### src/rtl/sram_fetch_engine.sv
// Block fetch engine: streams a contiguous SRAM region (image or one coefficient set) into a destination buffer.
// Optional running checksum output enabled by defining SRAM_FETCH_CKSUM_EN.
module sram_fetch_engine #(
    parameter int ADDR_W        = 16,
    parameter int DATA_W        = 16,
    parameter int IMG_BASE      = 0,
    parameter int IMG_WORDS     = 784,
    parameter int COEF_BASE     = 1024,
    parameter int COEF_WORDS    = 64,
    parameter int NUM_COEF_SETS = 2,
    parameter int READ_LATENCY  = 2
) (
    input  logic              clk,
    input  logic              n_rst,
    input  logic              start_sram,
    input  logic              n_coef_image,
    input  logic              mem_busy,
    output logic              mem_re,
    output logic [ADDR_W-1:0] mem_addr,
    input  logic [DATA_W-1:0] mem_rdata,
    output logic              wr_en,
    output logic              wr_sel,
    output logic [ADDR_W-1:0] wr_idx,
    output logic [DATA_W-1:0] wr_data,
    output logic              busy,
    output logic              sram_done
`ifdef SRAM_FETCH_CKSUM_EN
    ,
    output logic [DATA_W-1:0] cksum
`endif
);

    localparam int CNT_W = ADDR_W + 1;
    localparam int SET_W = (NUM_COEF_SETS > 1) ? $clog2(NUM_COEF_SETS) : 1;

    // Handshake: mem_re is a request that is only asserted when mem_busy is low,
    // so every cycle with mem_re=1 is an accepted read; no read is ever retried.
    typedef enum logic [1:0] {IDLE, ISSUE, DRAIN, DONE} state_t;
    state_t state, state_next;

    logic [CNT_W-1:0]  len;
    logic [CNT_W-1:0]  issue_cnt;
    logic [CNT_W-1:0]  ret_cnt;
    logic              mode;
    logic [SET_W-1:0]  coef_set;
    logic [READ_LATENCY-1:0] vld;
    logic              start_ok;
    logic [ADDR_W-1:0] coef_base;

    assign start_ok  = (state == IDLE) && start_sram;
    assign coef_base = ADDR_W'(COEF_BASE) + ADDR_W'(coef_set) * ADDR_W'(COEF_WORDS);

    always_ff @(posedge clk or negedge n_rst) begin
        if (!n_rst) state <= IDLE;
        else        state <= state_next;
    end

    always_comb begin
        state_next = state;
        mem_re     = 1'b0;
        busy       = 1'b0;
        sram_done  = 1'b0;
        case (state)
            IDLE: begin
                if (start_sram) state_next = ISSUE;
            end
            ISSUE: begin
                busy   = 1'b1;
                mem_re = !mem_busy;
                if (!mem_busy && (issue_cnt == len - CNT_W'(1))) state_next = DRAIN;
            end
            DRAIN: begin
                busy = 1'b1;
                if (ret_cnt == len) state_next = DONE;
            end
            DONE: begin
                sram_done  = 1'b1;
                state_next = IDLE;
            end
            default: state_next = IDLE;
        endcase
    end

    // Valid pipeline mirrors the SRAM read latency; its last stage marks mem_rdata valid.
    generate
        if (READ_LATENCY == 1) begin : g_vld1
            always_ff @(posedge clk or negedge n_rst) begin
                if (!n_rst) vld <= '0;
                else        vld <= mem_re;
            end
        end else begin : g_vldn
            always_ff @(posedge clk or negedge n_rst) begin
                if (!n_rst) vld <= '0;
                else        vld <= {vld[READ_LATENCY-2:0], mem_re};
            end
        end
    endgenerate

    always_ff @(posedge clk or negedge n_rst) begin
        if (!n_rst) begin
            len       <= '0;
            issue_cnt <= '0;
            ret_cnt   <= '0;
            mode      <= 1'b0;
            coef_set  <= '0;
            mem_addr  <= '0;
            wr_en     <= 1'b0;
            wr_sel    <= 1'b0;
            wr_idx    <= '0;
            wr_data   <= '0;
        end else begin
            wr_en <= vld[READ_LATENCY-1];
            if (vld[READ_LATENCY-1]) begin
                wr_data <= mem_rdata;
                wr_idx  <= ret_cnt[ADDR_W-1:0];
                wr_sel  <= mode;
                ret_cnt <= ret_cnt + CNT_W'(1);
            end
            if (mem_re) begin
                issue_cnt <= issue_cnt + CNT_W'(1);
                mem_addr  <= mem_addr + ADDR_W'(1);
            end
            if (state == DONE && !mode) begin
                if (coef_set == SET_W'(NUM_COEF_SETS - 1)) coef_set <= '0;
                else                                       coef_set <= coef_set + SET_W'(1);
            end
            if (start_ok) begin
                mode      <= n_coef_image;
                issue_cnt <= '0;
                ret_cnt   <= '0;
                if (n_coef_image) begin
                    len      <= CNT_W'(IMG_WORDS);
                    mem_addr <= ADDR_W'(IMG_BASE);
                    coef_set <= '0;
                end else begin
                    len      <= CNT_W'(COEF_WORDS);
                    mem_addr <= coef_base;
                end
            end
        end
    end

`ifdef SRAM_FETCH_CKSUM_EN
    always_ff @(posedge clk or negedge n_rst) begin
        if (!n_rst)      cksum <= '0;
        else if (start_ok) cksum <= '0;
        else if (wr_en)  cksum <= cksum + wr_data;
    end
`endif

endmodule

### config.mk
export PLATFORM = sky130hd
export DESIGN_NAME = sram_fetch_engine
export DESIGN_NICKNAME = d
export VERILOG_FILES = /design/src/rtl/sram_fetch_engine.sv
export SDC_FILE = /design/constraint.sdc
export NUM_CORES = 1
export LEC_CHECK = 0
export ABC_AREA = 0
export ABC_CLOCK_PERIOD_IN_PS = 1800
export CELL_PAD_IN_SITES_DETAIL_PLACEMENT = 1
export CELL_PAD_IN_SITES_GLOBAL_PLACEMENT = 1
export CORE_MARGIN = 5
export CORE_UTILIZATION = 37
export CTS_CLUSTER_SIZE = 28
export DETAILED_ROUTE_END_ITERATION = 6
export PLACE_DENSITY = 0.87
export REMOVE_ABC_BUFFERS = 1
export SYNTH_ARGS = -nofsm -noshare
export SYNTH_HDL_FRONTEND = slang
export SYNTH_SLANG_ARGS = --single-unit
### constraint.sdc
create_clock -name clk -period 1.8 [get_ports clk]
set_clock_uncertainty 0.05 [all_clocks]
set_input_delay 0.18 -clock clk [delete_from_list [all_inputs] [get_ports clk]]
set_output_delay 0.18 -clock clk [all_outputs]
set_load 0.1 [all_outputs]
Word level (Yosys, flattened, before mapping)
Cells that the tools add are included.
{ "classes": {"reduce_logical": 10, "muxes": 19, "addsub": 6, "eq_ne": 8} }
{ "op_table": {"columns": ["operator", "count"], "rows": [
  ["$mux W17", 4],
  ["$add A17 B1 Y17 const B", 2],
  ["$eq A17 B17 Y1", 2],
  ["$mux W16", 2],
  ["$sub A17 B1 Y17 const B", 1],
  ["$add A16 B1 Y16 const B", 1],
  ["$add A11 B7 Y12 const A", 1],
  ["$mux W12", 1],
  ["$mux W10", 1],
  ["$pmux W2 S4", 1],
  ["$mux W1", 7],
  ["$mux W2", 3],
  ["$ne A2 B2 Y1 const B", 3],
  ["$eq A2 B2 Y1 const B", 2],
  ["$reduce_bool A2 Y1", 2],
  ["$logic_and A1 B1 Y1", 3],
  ["$reduce_and A3 Y1", 1],
  ["$eq A2 B1 Y1 const B", 1],
  ["$logic_not A1 Y1", 2],
  ["$logic_not A2 Y1", 1],
  ["$reduce_or A2 Y1", 1],
  ["$add A1 B1 Y1 const B", 1]
]} }
{ "totals": {"regBits": 107, "word_cells": 55, "out_inout_bits": 53, "inputBits": 21} }

Depth between registers and ports, before layout
{ "depth": {"depth_word": 5, "ltp_mapped": 8, "depth_no_buf": 7} }

Least setup slack after synthesis
OpenSTA, ideal clock, no wires.
{ "synth_timing": {"path_kind": "reg2reg", "from": "register mem_addr[5]", "to": "register mem_addr[13]", "t_required_ns": 1.618, "synth_period_minus_slack_ns": 2.373, "slack_ns": -0.573, "setup_time_ns": 0.132, "path_buffers": 1, "arrival_ns": 2.191, "path_stages_with_launch": 7, "path_cell_list": "dfrtp_1 > nand3_1 > or3_1 > clkbuf_1 > nor4_1 > xnor2_1 > nor2_1"} }
{ "synth_via": {"elab_chain_cells": 3} }
{ "synth_lines": {"columns": ["item", "line", "source"], "rows": [
  ["from (decl)", "19", "output logic [ADDR_W-1:0] mem_addr,"],
  ["from (signal assigned)", "121", "mem_addr <= mem_addr + ADDR_W'(1);"],
  ["from (signal assigned)", "133", "mem_addr <= ADDR_W'(IMG_BASE);"],
  ["from (signal assigned)", "137", "mem_addr <= coef_base;"],
  ["$add A16 B1 Y16", "121", null],
  ["$mux W16", "119", "if (mem_re) begin"],
  ["$mux W16", "127", "if (start_ok) begin"]
]} }
No other way between the ends. The select of a mux whose other input is x is not followed.
A chain may end at the register's enable or synchronous reset.

Worst setup path in the final report
{ "layout_timing": {"from": "register len[8]", "to": "register state[1]"} }
{ "layout_via": {"elab_chain_cells": 5, "elab_cells_between_ends": 7, "classes_between": "add/sub: 1; eq/ne: 4; reduce/logical: 2"} }
{ "layout_lines": {"columns": ["item", "line", "source"], "rows": [
  ["from (decl)", "41", "logic [CNT_W-1:0] len;"],
  ["from (signal assigned)", "132", "len <= CNT_W'(IMG_WORDS);"],
  ["from (signal assigned)", "136", "len <= CNT_W'(COEF_WORDS);"],
  ["$sub A17 B1 Y17", "70", "if (!mem_busy && (issue_cnt == len - CNT_W'(1))) state_next = DRAIN;"],
  ["$eq A17 B17 Y1", "70", null],
  ["$logic_and A1 B1 Y1", "70", null],
  ["$ne A2 B2 Y1 (no source line)", null, null],
  ["$reduce_and A3 Y1 (no source line) *", null, null],
  ["to (signal assigned)", "55", "else state <= state_next;"],
  ["to (decl)", "39", "state_t state, state_next;"]
]} }
Mark *: on every way between the ends. The rest lies on a longest branch, timed or not.

==> flow_summary.yaml <==
status:
  outcome: "complete, but fails checks"
  violations: "setup timing"
critical_path:
  r2r_slack_ps: -200
  setup.worst_path.start: "len[8]"
  r2r_cells: 7
  crit_chain: "inv_2 > ha_4 > or4_4 > nor4_2 > o2111a_2 > o211ai_2 > mux2_4"
  rr_startpoint: "len[8]"
  crit_required_ps: 1970
  worstPathArrival_ps: 2170
  crit_path_max_fanout: 2
  path_class: "reg -> reg"
  endpoint_kind: "flop"
  slowest_stage: "or4_4"
  setup.worst_path.start_class: "flop"
  cpPeakStageDelay_ps: 420
  rr_endpoint: "state[1]"
route:
  drt-initial-drc-count: 147
  drt-total-wl_mm: 12.0
  drc_errors: 0
  vias: 3318
  wl_per_cell_um: 18.7
  vias_per_cell: 5.15
  ant_nets: 0
  dr.pass1.iters: 4
logic_synthesis:
  ys_ff_latch: 91
  syn_inst: 381
  synth-main-ff-cell: "dfrtp_1"
  ys_types: 41
  synth_top_area_share_pct: 54.2
  yosysSeqAreaShare_pct: 54.2
  syn_area_mm2: 0.00421
  synth.largest_area_cell: "dfrtp_1"
  syn_avg_cell_area_um2: 11.0
  synth.area.top_cells: "dfrtp_1 (54%), mux2_2 (8.8%), xnor2_1 (6.2%)"
  synth_edf_count: 0
  synthArstFlopShare_pct: 100
  ys_warn_count: 0
placement:
  place_hpwl_mm: 8.14
  gp_congestion: 0.827
  io_buffers: 73
  dp.cells: 621
  place_area_mm2: 0.00551
timing:
  layout_setup_ws_ps: -197
  fmax_mhz: 501
  whs_ps: 310
  slew_violations: 0
  maxSlewHeadroom_pct: 62.3
  period_needed_ps: 2000
  hold_violations: 0
  rsz0062_at_grt: "true"
  fin_crit_sh_pct: 111
  worst_pin_slew_ps: 566
  setup_viol: 2
global_routing:
  track_usage_pct: 18.1
  grt.overflow.total: 0
  grt_pass1_vias: 3742
  grt_max_degree: 40
  grt_pass1_wl_mm: 19.3
  antenna_found_initial: 0
min_path:
  hold_class: "reg -> reg"
  hold-path-endpoint: "vld[1]"
  hold_depth: 0
  hp-start: "vld[0]"
finish:
  layout.cells.non_filler: 644
  nNetsFinal: 528
  multi_input_area_mm2: 0.00196
  seq_area_mm2: 0.00228
  area.growth.synth_to_final_pct: 43.5
  drive_above_1_share_pct: 34.7
  final_common_cell: "dfrtp_1"
  num_antenna_cells: 0
  layout_common_cells: "dfrtp_1 (91), buf_4 (69), nor2_1 (46)"
  nFillCells: 1182
  postLayoutCellArea_mm2: 0.00604
power_and_ir_drop:
  irDropWorstVdd_mv: 1.59
  p_leak_nw: 2.64
  p_per_area_mw_per_mm2: 1460
  power_mw: 8.81
clock_network:
  cts_tree: "done"
  cts-root-buf: "clkbuf_16"
  clock-sinks: 91
  cts_buffer_depth: 2
  cts.clk_slew.worst_paths_ps: 60
  htreeDepth: 3
  clk_latency_ps: 340
  cts_buffers: 9
floorplanning:
  io_pins: 74
  dieWidth_um: 117
  num_rows: 39
  initial_utilization_pct: 37.3
  dieHeight_um: 117
  die_area_mm2: 0.0136
  core_region_area_mm2: 0.0113
run:
  maxCapViolCount: 0
## timing repair
| item | CTS | global route |
|---|---|---|
| hold buffers | 1 | 0 |
| setup endpoints to repair | 12 | 36 |
| buffers inserted | 2 | 4 |
| hold endpoints to repair | 36 | 0 |
| pin swaps | 1 | 7 |
| resized for setup | 16 | 22 |
## worst max-delay path by stage
stage                     depth (start not counted)  slack (ps)            to
final                                             7        -200      state[1]
after detailed placement                          7        -240      state[1]
after floorplan                                   7       -1880  mem_addr[13]
after CTS                                         7        -170      state[1]
after global placement                            7        -150      state[1]
after global routing                              7        -230      state[1]
## per-layer routing
layer | track usage (%) | part of all wire, % | vias to the layer above
met5 | 0 | 0 | -
met4 | 4.59 | 1.6 | 0
met3 | 3.99 | 3.3 | 15
met2 | 34.1 | 56 | 70
met1 | 20.5 | 39 | 1702
li1 | - | - | 1531
## cell usage after synthesis (11+ instances only)
| master | instances |
|---|---|
| nand3_1 | 17 |
| xor2_1 | 12 |
| nor3_1 | 11 |
| o21ai_0 | 12 |
| inv_1 | 15 |
| dfrtp_1 | 91 |
| ha_1 | 11 |
| nand2_1 | 20 |
| clkbuf_1 | 12 |
| mux2_2 | 33 |
| nor2_1 | 46 |
| xnor2_1 | 30 |
## power by group
part           internal (mW)  total (mW)  switching, mW
clock network           1.12        1.94          0.812
logic                   1.31        3.93           2.61
registers               2.49        2.95          0.461
total                   4.93        8.81           3.89
## sequential cells by signal, indices dropped and copies added, names as in the netlist
signal and flops:
ret_cnt 17, wr_en 1, coef_set 1, len 2, wr_idx 16, mem_addr 16, issue_cnt 17, wr_sel 1
vld 2, wr_data 16, state 2
## metrics by stage
stage | setup WS [ps] | utilization, % | TNS, ps
after floorplan | -1880 | - | -36750
after global placement | -153 | 48.9 | -242
after detailed placement | -240 | 48.9 | -985
after CTS | -165 | 52.4 | -282
after global routing | -232 | 53.5 | -510
final | -197 | 53.5 | -365
## critical path, delay by kind of cell (launching register included)
family | cells | cell delay [ps]
mux | 1 | 310
fa+ha+maj | 1 | 160
simple gates | 2 | 560
flops | 1 | 380
compound gates | 2 | 350
buf+inv | 1 | 70
## logic make-up after synthesis
group                      share of synthesized area [%]
AOI/OAI and AO/OA                                   3.96
xor gates and xnor gates                            8.75
adders and majority gates                           3.27
buffers and inverters                               2.62
DFF                                                 54.2
muxes                                               9.91
and+or+nand+nor                                     17.3
## final cells by class
type,instances,share of cell area [%]
tap,143,2.96
clock buffer,11,4.02
clock inverter,5,0.995
inverter,15,0.933
sequential,91,37.7
timing repair buffer,118,20.9
multi-input combinational,261,32.5
(Power assumes the default switching activity.)
